File: src/rtl/seg_scan_driver.sv
// rtl/seg_scan_driver.sv - Four-digit multiplexed 7-segment scan driver with tear-free shadow registers
//
// Purpose: time-multiplexes four digit codes onto one active-low segment bus.
//   Each digit owns a slot of DIV cycles. The first BLANK cycles of every slot
//   keep all anodes off as dead-time. Digit codes are captured into shadow
//   registers only at the frame wrap, so a frame never mixes old and new values.
//
// Ports:
//   clk         rising-edge clock
//   rst         synchronous active-high reset
//   en          scan enable; when low the scan position freezes and the display blanks
//   dig6..dig1  digit codes (0-9 numeral, 11 minus, others blank)
//   seg         {g,f,e,d,c,b,a}, active-low, registered
//   an          digit select, active-low; an[3]=dig6 ... an[0]=dig1, registered
//   frame_done  one-cycle pulse following the edge that loads the shadows
module seg_scan_driver #(
  parameter int DIV   = 50000,
  parameter int BLANK = 5000
) (
  input  logic       clk,
  input  logic       rst,
  input  logic       en,
  input  logic [3:0] dig6,
  input  logic [3:0] dig4,
  input  logic [3:0] dig2,
  input  logic [3:0] dig1,
  output logic [6:0] seg,
  output logic [3:0] an,
  output logic       frame_done
);

  localparam int            CW        = (DIV > 2) ? $clog2(DIV) : 1;
  localparam logic [CW-1:0] CNT_LAST  = CW'(DIV - 1);
  localparam logic [CW-1:0] CNT_BLANK = CW'(BLANK);
  localparam logic [3:0]    CODE_BLANK = 4'hA;

  logic [CW-1:0] count_q, count_d;
  logic [1:0]    slot_q, slot_d;
  logic [3:0]    shadow_q [4];
  logic [6:0]    seg_q, seg_d;
  logic [3:0]    an_q, an_d;
  logic          frame_done_q;
  logic          frame_wrap;

  function automatic logic [6:0] decode(input logic [3:0] code);
    case (code)
      4'd0:    decode = 7'h40;
      4'd1:    decode = 7'h79;
      4'd2:    decode = 7'h24;
      4'd3:    decode = 7'h30;
      4'd4:    decode = 7'h19;
      4'd5:    decode = 7'h12;
      4'd6:    decode = 7'h02;
      4'd7:    decode = 7'h78;
      4'd8:    decode = 7'h00;
      4'd9:    decode = 7'h10;
      4'd11:   decode = 7'h3F;
      default: decode = 7'h7F;
    endcase
  endfunction

  // Last cycle of slot 3: the only edge that refreshes the shadows.
  assign frame_wrap = en && (count_q == CNT_LAST) && (slot_q == 2'd3);

  always_comb begin
    count_d = count_q;
    slot_d  = slot_q;
    an_d    = 4'hF;
    seg_d   = 7'h7F;
    if (en) begin
      if (count_q == CNT_LAST) begin
        count_d = '0;
        slot_d  = slot_q + 2'd1;  // 3 rolls over to 0
      end else begin
        count_d = count_q + 1'b1;
      end
      // Outputs follow the pre-edge position; dead-time keeps every anode off.
      if (count_q >= CNT_BLANK) begin
        an_d  = ~(4'b1000 >> slot_q);
        seg_d = decode(shadow_q[slot_q]);
      end
    end
  end

  always_ff @(posedge clk) begin
    if (rst) begin
      count_q      <= '0;
      slot_q       <= 2'd0;
      shadow_q[0]  <= CODE_BLANK;
      shadow_q[1]  <= CODE_BLANK;
      shadow_q[2]  <= CODE_BLANK;
      shadow_q[3]  <= CODE_BLANK;
      seg_q        <= 7'h7F;
      an_q         <= 4'hF;
      frame_done_q <= 1'b0;
    end else begin
      count_q      <= count_d;
      slot_q       <= slot_d;
      seg_q        <= seg_d;
      an_q         <= an_d;
      frame_done_q <= frame_wrap;
      if (frame_wrap) begin
        shadow_q[0] <= dig6;
        shadow_q[1] <= dig4;
        shadow_q[2] <= dig2;
        shadow_q[3] <= dig1;
      end
    end
  end

  assign seg        = seg_q;
  assign an         = an_q;
  assign frame_done = frame_done_q;

endmodule
File: config.mk
export PLATFORM = sky130hd
export DESIGN_NAME = seg_scan_driver
export DESIGN_NICKNAME = d
export VERILOG_FILES = /design/src/rtl/seg_scan_driver.sv
export SDC_FILE = /design/constraint.sdc
export NUM_CORES = 1
export LEC_CHECK = 0
export ABC_AREA = 1
export BUFFER_PORTS_ARGS = -buffer_cell sky130_fd_sc_hd__buf_2
export CAP_MARGIN = 20
export CORE_AREA = 2 2 66 84
export DETAILED_ROUTE_END_ITERATION = 8
export DIE_AREA = 0 0 68 86
export PLACE_DENSITY = 0.68
export SYNTH_ARGS = -nofsm -noshare
export SYNTH_HDL_FRONTEND = slang
export SYNTH_SLANG_ARGS = --single-unit
File: constraint.sdc
create_clock -name clk -period 3.8 [get_ports clk]
set_input_delay 0.57 -clock clk [delete_from_list [all_inputs] [get_ports clk]]
set_output_delay 0.57 -clock clk [all_outputs]
set_load 0.005 [all_outputs]
==> out/results.env <==
POST_SYNTH.CELL_AREA_AVG_SQ_UM=8.27
POST-SYNTH-TOP-COUNT-CELL='nand2_1'
GRT_SETUP_UNREPAIRED='no'
YOSYSTOPAREACELLSHARE=0.261
NUMBER_OF_DRC_VIOLATIONS_AFTER_DETAILED_ROUTING=0
START_KIND='flip-flop'
GLOBALROUTETOTALUTIL=0.176
MAXCAPVIOLCOUNT=0
DRIVE_ABOVE_1_SHARE=0.208
ROUTABILITYCONGESTION=0.875
CRIT_TYPE='flip-flop to flip-flop'
FINALCOREUTILIZATION=0.556
FRACTION_OF_REGISTERS_WITH_ASYNC_SET_RESET=0
ANTENNA_VIOLATIONS_BEFORE_REPAIR=0
NUMBER_OF_GLOBAL_ROUTE_VIAS_BEFORE_REPAIR=1890
CLOCK_SINK_COUNT=48
LARGEST_VDD_SUPPLY_DROP_V=0.000189
SYNTH.TOP_CELLS.BY_COUNT='74 x nand2_1, 40 x inv_1, 32 x dfxtp_1, 31 x nand3_1, 30 x nor2_1'
DP_SLACK_NS=1.68
CLKSLEWWORSTSETUPHOLDPATHS_NS=0.09
TIMING_HOLD_VIOLATIONS_FINAL=0
FP.COREAREA_SQ_UM=5010
CLOCK_SKEW_NS=0.0104
NUMPORTBUFFERS=30
SYNTH_FF_TYPE='dfxtp_1'
CRITICAL_PATH_ARRIVAL_NS=1.86
TIMING.HOLD.WORST.CLASS='input port to flip-flop'
MAXCLOCKFREQUENCY_MHz=519
DR_TOTAL_VIAS=1917
POST-CTS-SETUP-BUFFER-COUNT=0
DIE-AREA_SQ_UM=5850
WL_PER_CELL_UM=11.3
START_UTIL=0.491
WIRE_LENGTH_OF_THE_FIRST_GLOBAL_ROUTING_PASS_MM=7.94
CTS_HOLD_BUFFERS=0
SYNTHTOLAYOUTAREAGROWTH_PCT=13.4
FIN_HOLD_WS_NS=0.521
DIE-WIDTH_UM=68
MAXIMUM_NUMBER_OF_PINS_ON_ONE_NET_BEFORE_GLOBAL_ROUTE_REPAIR=17
CTS_REPAIR_RESIZE_COUNT=0
STATIC-LEAKAGE-POWER_nW=1.22
R2R_START='count_q[0]'
FINAL-MAX-SLEW-VIOLATION-COUNT=0
WORST_EP_REQUIRED_TIME_NS=3.73
DIE_HEIGHT_UM=86
IO-PIN-COUNT=31
GR-TOTAL-OVERFLOW=0
CTS.PATH.MAX_BUFFERS=2
WORST_SETUP_PATH_END_KIND='flip-flop'
TOTAL_NUMBER_OF_NETS_IN_THE_FINAL_DESIGN=362
CORE.ROWCOUNT=29
TOTAL_POWER_W=0.00103
CLOCK_NETWORK_LATENCY_TO_THE_LATER_PIN_OF_THE_WORST_SKEW_PAIR_NS=0.29
NUMBER_OF_SYNTHESIS_WARNINGS=0
FINAL.PERIOD_UTILIZATION=0.507
NUMBER_OF_FLOPS_MAPPED_TO_ENABLE_CELLS_BY_YOSYS=16
DRT-INITIAL-DRC-COUNT=122
CRITICAL_PATH_PEAK_FANOUT=16
MIN_FROM='dig6[3]'
SYN-NUM-NETS=328
DP_HPWL_MM=3.50
NUMBER_OF_REGISTER_BITS_INFERRED_BY_SYNTHESIS=48
STATUS='finished clean'
FINALSETUPVIOLATIONS=0
TOTALNEGATIVESETUPSLACK_NS=0
MAPPEDNETLISTAREA_SQ_UM=2460
CTS_TREE='done'
YOSYSSEQAREASHARE=0.456
POST_DRT_VIA_CELL_RATIO=4.87
WL_MM=4.46
WORSTMARGINPINSLEW_NS=0.616
CTS_MADE_BUFFERS=5
FIN_WS_NS=1.87
DRT_FIRST_PASS_ITERS=4
SYNTHCELLS=297
YOSYSUNIQUECELLTYPES=32
POWER_PER_CELL_AREA_nW_PER_UM2=368
DRT.ANTENNA.VIOLATING_NETS=0
ANTENNA-DIODE-COUNT=0
HTREE_LEVELS=2
TOP_AREA_CELLS_IN_THE_SYNTHESIZED_NETLIST='dfxtp_1 26%, edfxtp_1 20%, nand2_1 11%'
CTSROOTBUFFERMASTER='clkbuf_8'
CRITICAL_PATH.STARTPOINT='count_q[0]'
RELSLEWSLACK=0.588
NETLIST.TOP_CELL.BY_AREA='dfxtp_1'
FINAL_PERIOD_DEMAND_OF_THE_WORST_PATH_NS=1.93
==> final cells by class <==
cell class,instances,area (sq um)
clock buffer,6,72.6
clock inverter,2,60.1
fill,476,2220
inverter,45,171
multi-input combinational,201,1130
sequential,48,1120
tap,62,77.6
timing repair buffer,30,150
==> through the flow <==
step / area, sq um / cells
finish: 2790 / 394
global route: 2790 / 394
CTS: 2790 / 394
detailed placement: 2650 / 386
global placement: 2650 / 386
floorplan: 2460 / 297
==> logic make-up (layout without fill, tap and decap cells) <==
group | Yosys count | in the layout | synth area share
AOI/OAI and AO/OA | 8 | 8 | 0.0204
xor gates and xnor gates | 8 | 8 | 0.0285
adders and majority gates | 12 | 12 | 0.0611
buffers and inverters | 48 | 83 | 0.0820
DFF | 48 | 48 | 0.456
and+or+nand+nor | 173 | 173 | 0.351
==> cells in the final DEF, fill, tap and decap left out <==
cell type,instances
nand2_1,74
inv_1,40
dfxtp_1,32
nand3_1,31
nor2_1,30
buf_2,30
edfxtp_1,16
ha_1,12
nor2_2,9
xor2_1,6
nand4_1,5
nor3_1,5
clkbuf_8,5
nand2_2,4
inv_2,4
nor2_4,3
nand3b_1,3
nand3_2,2
nand2_4,2
xnor2_1,2
a21oi_1,2
o21ai_1,2
bufinv_16,2
inv_4,1
nor2_8,1
nand4_4,1
nand3_4,1
nor3_2,1
o21ai_0,1
o211ai_1,1
o21ai_2,1
nand4_2,1
a21oi_2,1
clkbuf_1,1
==> where the power goes <==
group          internal (W)  switching (W)  leakage [nW]  total (W)
Combinational     0.0000199      0.0000353         0.740  0.0000552
Clock              0.000263       0.000163        0.0654   0.000426
Sequential         0.000539     0.00000474         0.415   0.000544
==> state kept, by name (all words and copies together) (netlist names), named ones only <==
name        count
an              4
count_q        16
frame_done      1
seg             7
shadow_q       16
slot_q          2
==> critical path: stages, from the launching register on <==
cell and delay (ns):
dfxtp_1 0.40, ha_1 0.23, nand3_2 0.12, nor2_4 0.18, nand4_4 0.14, nand2_1 0.49
==> path summary, 6_finish.rpt <==
| kind | to | slack, ns | cells after the start |
|---|---|---|---|
| max | shadow_q[3][0] | 1.87 | 5 |
| min | shadow_q[0][3] | 0.52 | 3 |
| max reg2reg | shadow_q[3][0] | 1.87 | 5 |
| min reg2reg | count_q[0] | 0.52 | 2 |
==> metal layers <==
metal | global-route usage | wire, um | vias to the layer above
met1 | 0.186 | 1820 | 878
met3 | 0.0367 | 144 | 6
met4 | 0.0564 | 55 | 0
li1 | - | - | 1003
met2 | 0.332 | 2440 | 30
met5 | 0 | 0 | -
No activity file was read; power rests on OpenSTA's default activity.
